--- src/rtl/router_credit_pkg.sv ---
// rtl/router_credit_pkg.sv - shared state encoding and credit-width helper for output credit control
package router_credit_pkg;

  typedef enum logic [1:0] {
    CS_READY,
    CS_BLOCKED,
    CS_ERROR
  } credit_state_e;

  function automatic int credit_width(input int depth);
    return $clog2(depth + 1);
  endfunction

endpackage

--- src/rtl/credit_port_ctrl.sv ---
// rtl/credit_port_ctrl.sv - single-port credit counter, READY/BLOCKED/ERROR fsm and sticky flags
// Optional starvation watchdog under CREDIT_WATCHDOG_EN.
module credit_port_ctrl
  import router_credit_pkg::*;
#(
  parameter int DEPTH = 4,
`ifdef CREDIT_WATCHDOG_EN
  parameter int WDOG_LIMIT = 16,
`endif
  localparam int CW = credit_width(DEPTH)
) (
  input  logic          clk,
  input  logic          reset_n,
  input  logic          ce,
  input  logic          sent,
  input  logic          ret,
  input  logic          clear,
  output logic          en,
  output logic [CW-1:0] credit,
  output logic          err,
  output logic          wdog
);

  localparam logic [CW-1:0] FULL = CW'(DEPTH);

  credit_state_e state;
  logic [CW:0]   nxt;
  logic          underflow;
  logic          overflow;

  // One extra bit so a would-be wrap is distinguishable from a legal zero.
  always_comb begin
    nxt = {1'b0, credit} - {{CW{1'b0}}, sent} + {{CW{1'b0}}, ret};
  end

  assign underflow = sent && !ret && (credit == '0);
  assign overflow  = ret && !sent && (credit == FULL);
  assign en        = (state == CS_READY);

  always_ff @(posedge clk) begin
    if (!reset_n) begin
      state  <= CS_READY;
      credit <= FULL;
      err    <= 1'b0;
    end else if (ce) begin
      if (state == CS_ERROR) begin
        if (clear) begin
          state  <= CS_READY;
          credit <= FULL;
          err    <= 1'b0;
        end
      end else if (clear) begin
        err <= 1'b0;
      end else if (underflow || overflow) begin
        state <= CS_ERROR;
        err   <= 1'b1;
      end else begin
        credit <= nxt[CW-1:0];
        state  <= (nxt == '0) ? CS_BLOCKED : CS_READY;
      end
    end
  end

`ifdef CREDIT_WATCHDOG_EN
  localparam int            WW   = $clog2(WDOG_LIMIT + 1);
  localparam logic [WW-1:0] WMAX = WW'(WDOG_LIMIT);

  logic [WW-1:0] wcnt;

  // Saturating counter fires the flag once per blocked episode.
  always_ff @(posedge clk) begin
    if (!reset_n) begin
      wcnt <= '0;
      wdog <= 1'b0;
    end else if (ce) begin
      if (state != CS_BLOCKED) begin
        wcnt <= '0;
      end else if (wcnt != WMAX) begin
        wcnt <= wcnt + WW'(1);
      end
      if (clear) begin
        wdog <= 1'b0;
      end else if (state == CS_BLOCKED && wcnt == WMAX - WW'(1)) begin
        wdog <= 1'b1;
      end
    end
  end
`else
  assign wdog = 1'b0;
`endif

endmodule

--- src/rtl/output_credit_control.sv ---
// rtl/output_credit_control.sv - per-output-port credit tracker producing allocator enables
// Optional starvation watchdog under CREDIT_WATCHDOG_EN.
module output_credit_control
  import router_credit_pkg::*;
#(
  parameter int M     = 4,
  parameter int N     = 4,
  parameter int DEPTH = 4,
`ifdef CREDIT_WATCHDOG_EN
  parameter int WDOG_LIMIT = 16,
`endif
  localparam int CW = credit_width(DEPTH)
) (
  input  logic                  clk,
  input  logic                  reset_n,
  input  logic                  ce,
  input  logic [M-1:0][N-1:0]   i_output_grant,
  input  logic [M-1:0]          i_credit_ret,
  input  logic [M-1:0]          i_clear,
  output logic [M-1:0]          o_en,
  output logic [M-1:0][CW-1:0]  o_credit,
  output logic [M-1:0]          o_err,
  output logic [M-1:0]          o_wdog
);

  for (genvar g = 0; g < M; g++) begin : g_port
    credit_port_ctrl #(
      .DEPTH(DEPTH)
`ifdef CREDIT_WATCHDOG_EN
      , .WDOG_LIMIT(WDOG_LIMIT)
`endif
    ) u_port (
      .clk    (clk),
      .reset_n(reset_n),
      .ce     (ce),
      .sent   (|i_output_grant[g]),
      .ret    (i_credit_ret[g]),
      .clear  (i_clear[g]),
      .en     (o_en[g]),
      .credit (o_credit[g]),
      .err    (o_err[g]),
      .wdog   (o_wdog[g])
    );
  end

endmodule

--- config.mk ---
export PLATFORM = sky130hd
export DESIGN_NAME = output_credit_control
export DESIGN_NICKNAME = d
export VERILOG_FILES = /design/src/rtl/router_credit_pkg.sv /design/src/rtl/credit_port_ctrl.sv /design/src/rtl/output_credit_control.sv
export SDC_FILE = /design/constraint.sdc
export NUM_CORES = 1
export LEC_CHECK = 0
export CORE_MARGIN = 2
export CORE_UTILIZATION = 50
export CTS_CLUSTER_DIAMETER = 50
export CTS_CLUSTER_SIZE = 30
export DETAILED_ROUTE_END_ITERATION = 6
export HOLD_SLACK_MARGIN = 0.1
export PLACE_DENSITY = 0.81
export SLEW_MARGIN = 10
export SYNTH_ARGS = -nofsm -noshare
export SYNTH_HDL_FRONTEND = slang
export SYNTH_HIERARCHICAL = 1
export SYNTH_SLANG_ARGS = --single-unit
--- constraint.sdc ---
create_clock -name clk -period 4 [get_ports clk]
set_clock_uncertainty 0.2 [all_clocks]
set_input_delay 0.8 -clock clk [delete_from_list [all_inputs] [get_ports clk]]
set_output_delay 0.8 -clock clk [all_outputs]
set_load 0.01 [all_outputs]
==> flow_summary.ini <==
[sta]
layout_worst_path_cycle_share = 0.8855
grt_setup_unrepaired = false
timing.fmax_mhz = 282.3
hold_viol = 0
holdWs_ns = 0.2688
slew_viol_final = 0
period_minus_slack_ns = 3.542
setup_tns_ns = 0
setup_violations = 0

[grt]
antenna_found_initial = 0
grt_pass1_wl_mm = 6.913
grt_util_all_layers = 0.1946
grt-ovfl-total = 0
grt_pass1_vias = 1684
grt_max_degree = 19

[critical_path]
r2r-end = g_port[2].u_port/state[0]$_SDFFE_PN0P_
r2r_cells = 10
startpoint_type = input pin
arrival_ns = 3.56
critPathCaptureType = flip-flop
required_ns = 4.02
cp_max_fo = 3
reg2reg_setup_slack_ns = 1.55
path_class = input pin to flip-flop
r2r_start = g_port[2].u_port/credit[0]$_SDFFE_PN0P_

[logic_synthesis]
yosysMostFrequentCell = inv_1
syn_inst = 234
ys_ff_latch = 24
synth_edf_count = 0
synth_top_area_frac = 0.2372
yosysUniqueCellTypes = 43
ys.flop_type = dfxtp_1
postSynthAreaPerCell_um2 = 8.657
synthTopCellsByArea = dfxtp_1, ha_1, inv_1
synth_top_cell_by_area = dfxtp_1
synth_nets = 289
async_flop_share = 0
synth_commonest_cells = inv_1, dfxtp_1, ha_1, nand2_1
ys.warnings.count = 6
ys_seq_area_frac = 0.2372
syn_area_um2 = 2026

[clock_tree]
cts_tree = done
cts_max_level = 1
post_cts.repair.setup_buffers = 0
cts_hold_buf = 0
path_clk_slew_ns = 0.09
ctsResizeCount = 0
cts_buffers = 3
root_buffer = clkbuf_8
clock_path_buffers = 2
clock_latency_ns = 0.27
clock-sinks = 24

[pwr]
power_per_cell_area_nw_per_um2 = 289.3
p_leak_nw = 1.185
ir_drop_uv = 157.4
total_power_mw = 0.7479

[drt]
wl_mm = 4.131
vias = 1719
drc = 0
first_iter_violations = 77
viasPerCell = 5.257
wl_per_cell_um = 12.63
first_pass_iters = 4
postRouteAntennaNets = 0

[run]
drv_cap = 0

[floorplanning]
rows = 23
ioPinCount = 51
die_h_um = 67.65
die_x_um = 67.65
initial_core_util = 0.5138
core_area_um2 = 3943
die-area_um2 = 4577

[placement]
dp_hpwl_mm = 3.337
port_buffers = 46
place_congestion = 0.8454
dp.cells = 323

[final_layout]
area_delta_synth_final_pct = 27.61
layoutNonFillerInstCount = 327
drive_gt1_frac = 0.09386
diodes = 0
fillers = 336
fin_nets = 333

[min_path]
hp-start = g_port[0].u_port/err$_SDFFE_PN0P_
hold_class = flip-flop to flip-flop
hold_depth = 2
min_to = g_port[0].u_port/err$_SDFFE_PN0P_

[status]
status = completed
==> layout by cell type (no fill, tap or decap), types with 4 or more instances in the layout <==
| cell | n |
|---|---|
| a21o_1 | 4 |
| a21oi_1 | 13 |
| and3_1 | 4 |
| clkdlybuf4s50_1 | 46 |
| conb_1 | 4 |
| dfxtp_1 | 24 |
| fa_1 | 4 |
| ha_1 | 24 |
| inv_1 | 29 |
| mux2i_1 | 8 |
| nand2_1 | 23 |
| nand2b_1 | 13 |
| nand3_1 | 8 |
| nor2_1 | 4 |
| or3_1 | 6 |
| or4_1 | 4 |
| xnor2_1 | 4 |
| xor2_1 | 4 |
==> logic make-up after synthesis <==
logic type / count (synthesis) / share of synthesized area
flops: 24 / 0.2372
mux: 11 / 0.05621
compound gates: 37 / 0.1569
xor+xnor: 8 / 0.03459
simple gates: 78 / 0.2285
buf+inv: 44 / 0.09141
fa+ha+maj: 28 / 0.1878
other cells: 4 / 0.007410
==> final cells by class <==
cell class | instances | area, um^2 | area share
Clock buffer | 3 | 41.29 | 0.01597
Clock inverter | 1 | 30.03 | 0.01162
Inverter | 35 | 135.1 | 0.05228
Multi-Input combinational cell | 166 | 1360 | 0.5261
Sequential cell | 24 | 480.5 | 0.1859
Tap cell | 50 | 62.56 | 0.02420
Timing Repair Buffer | 48 | 475.5 | 0.1839
==> metal layers <==
metal	global-route usage	wire, um
met1	0.2296	1846
met2	0.3640	1997
met3	0.02500	248
met4	0.05357	39
met5	0	0
==> sequential cells by signal, summed over array words and instances, names as in the netlist <==
signal	flops
g_port.u_port/credit	12
g_port.u_port/state	8
g_port.u_port/err	4
==> how the worst max path moves through the flow <==
stage                 startpoint                                endpoint  slack (ns)
2_1_floorplan  i_output_grant[1]  g_port[0].u_port/state[0]$_SDFFE_PN0P_        0.84
3_3_place_gp   i_output_grant[9]  g_port[2].u_port/state[0]$_SDFFE_PN0P_        0.28
3_5_place_dp   i_output_grant[9]  g_port[2].u_port/state[0]$_SDFFE_PN0P_        0.17
4_1_cts        i_output_grant[9]  g_port[2].u_port/state[0]$_SDFFE_PN0P_        0.45
5_1_grt        i_output_grant[9]  g_port[2].u_port/state[0]$_SDFFE_PN0P_        0.30
6_report       i_output_grant[9]  g_port[2].u_port/state[0]$_SDFFE_PN0P_        0.46
==> power breakdown <==
part / switching [mW] / total [mW] / internal, mW
combinational: 0.120 / 0.256 / 0.136
clock: 0.0803 / 0.214 / 0.134
sequential: 0.0217 / 0.278 / 0.256
==> metrics by stage <==
stage          utilization  setup slack, ns  instance area, um^2
2_1_floorplan            -           0.8382                 2026
3_3_place_gp        0.6376           0.2840                 2514
6_report            0.6557           0.4580                 2585
3_5_place_dp        0.6376           0.1706                 2514
4_1_cts             0.6557           0.4533                 2585
5_1_grt             0.6557           0.3038                 2585
==> critical path, cell delays in order <==
cell and delay (ns):
clkdlybuf4s50_1 0.39, or4_1 0.56, ha_1 0.31, inv_1 0.06, ha_1 0.17, inv_1 0.06
fa_1 0.37, xor2_1 0.16, nand3_1 0.14, nor4b_1 0.35, a31o_1 0.19
(Power assumes the default switching activity.)
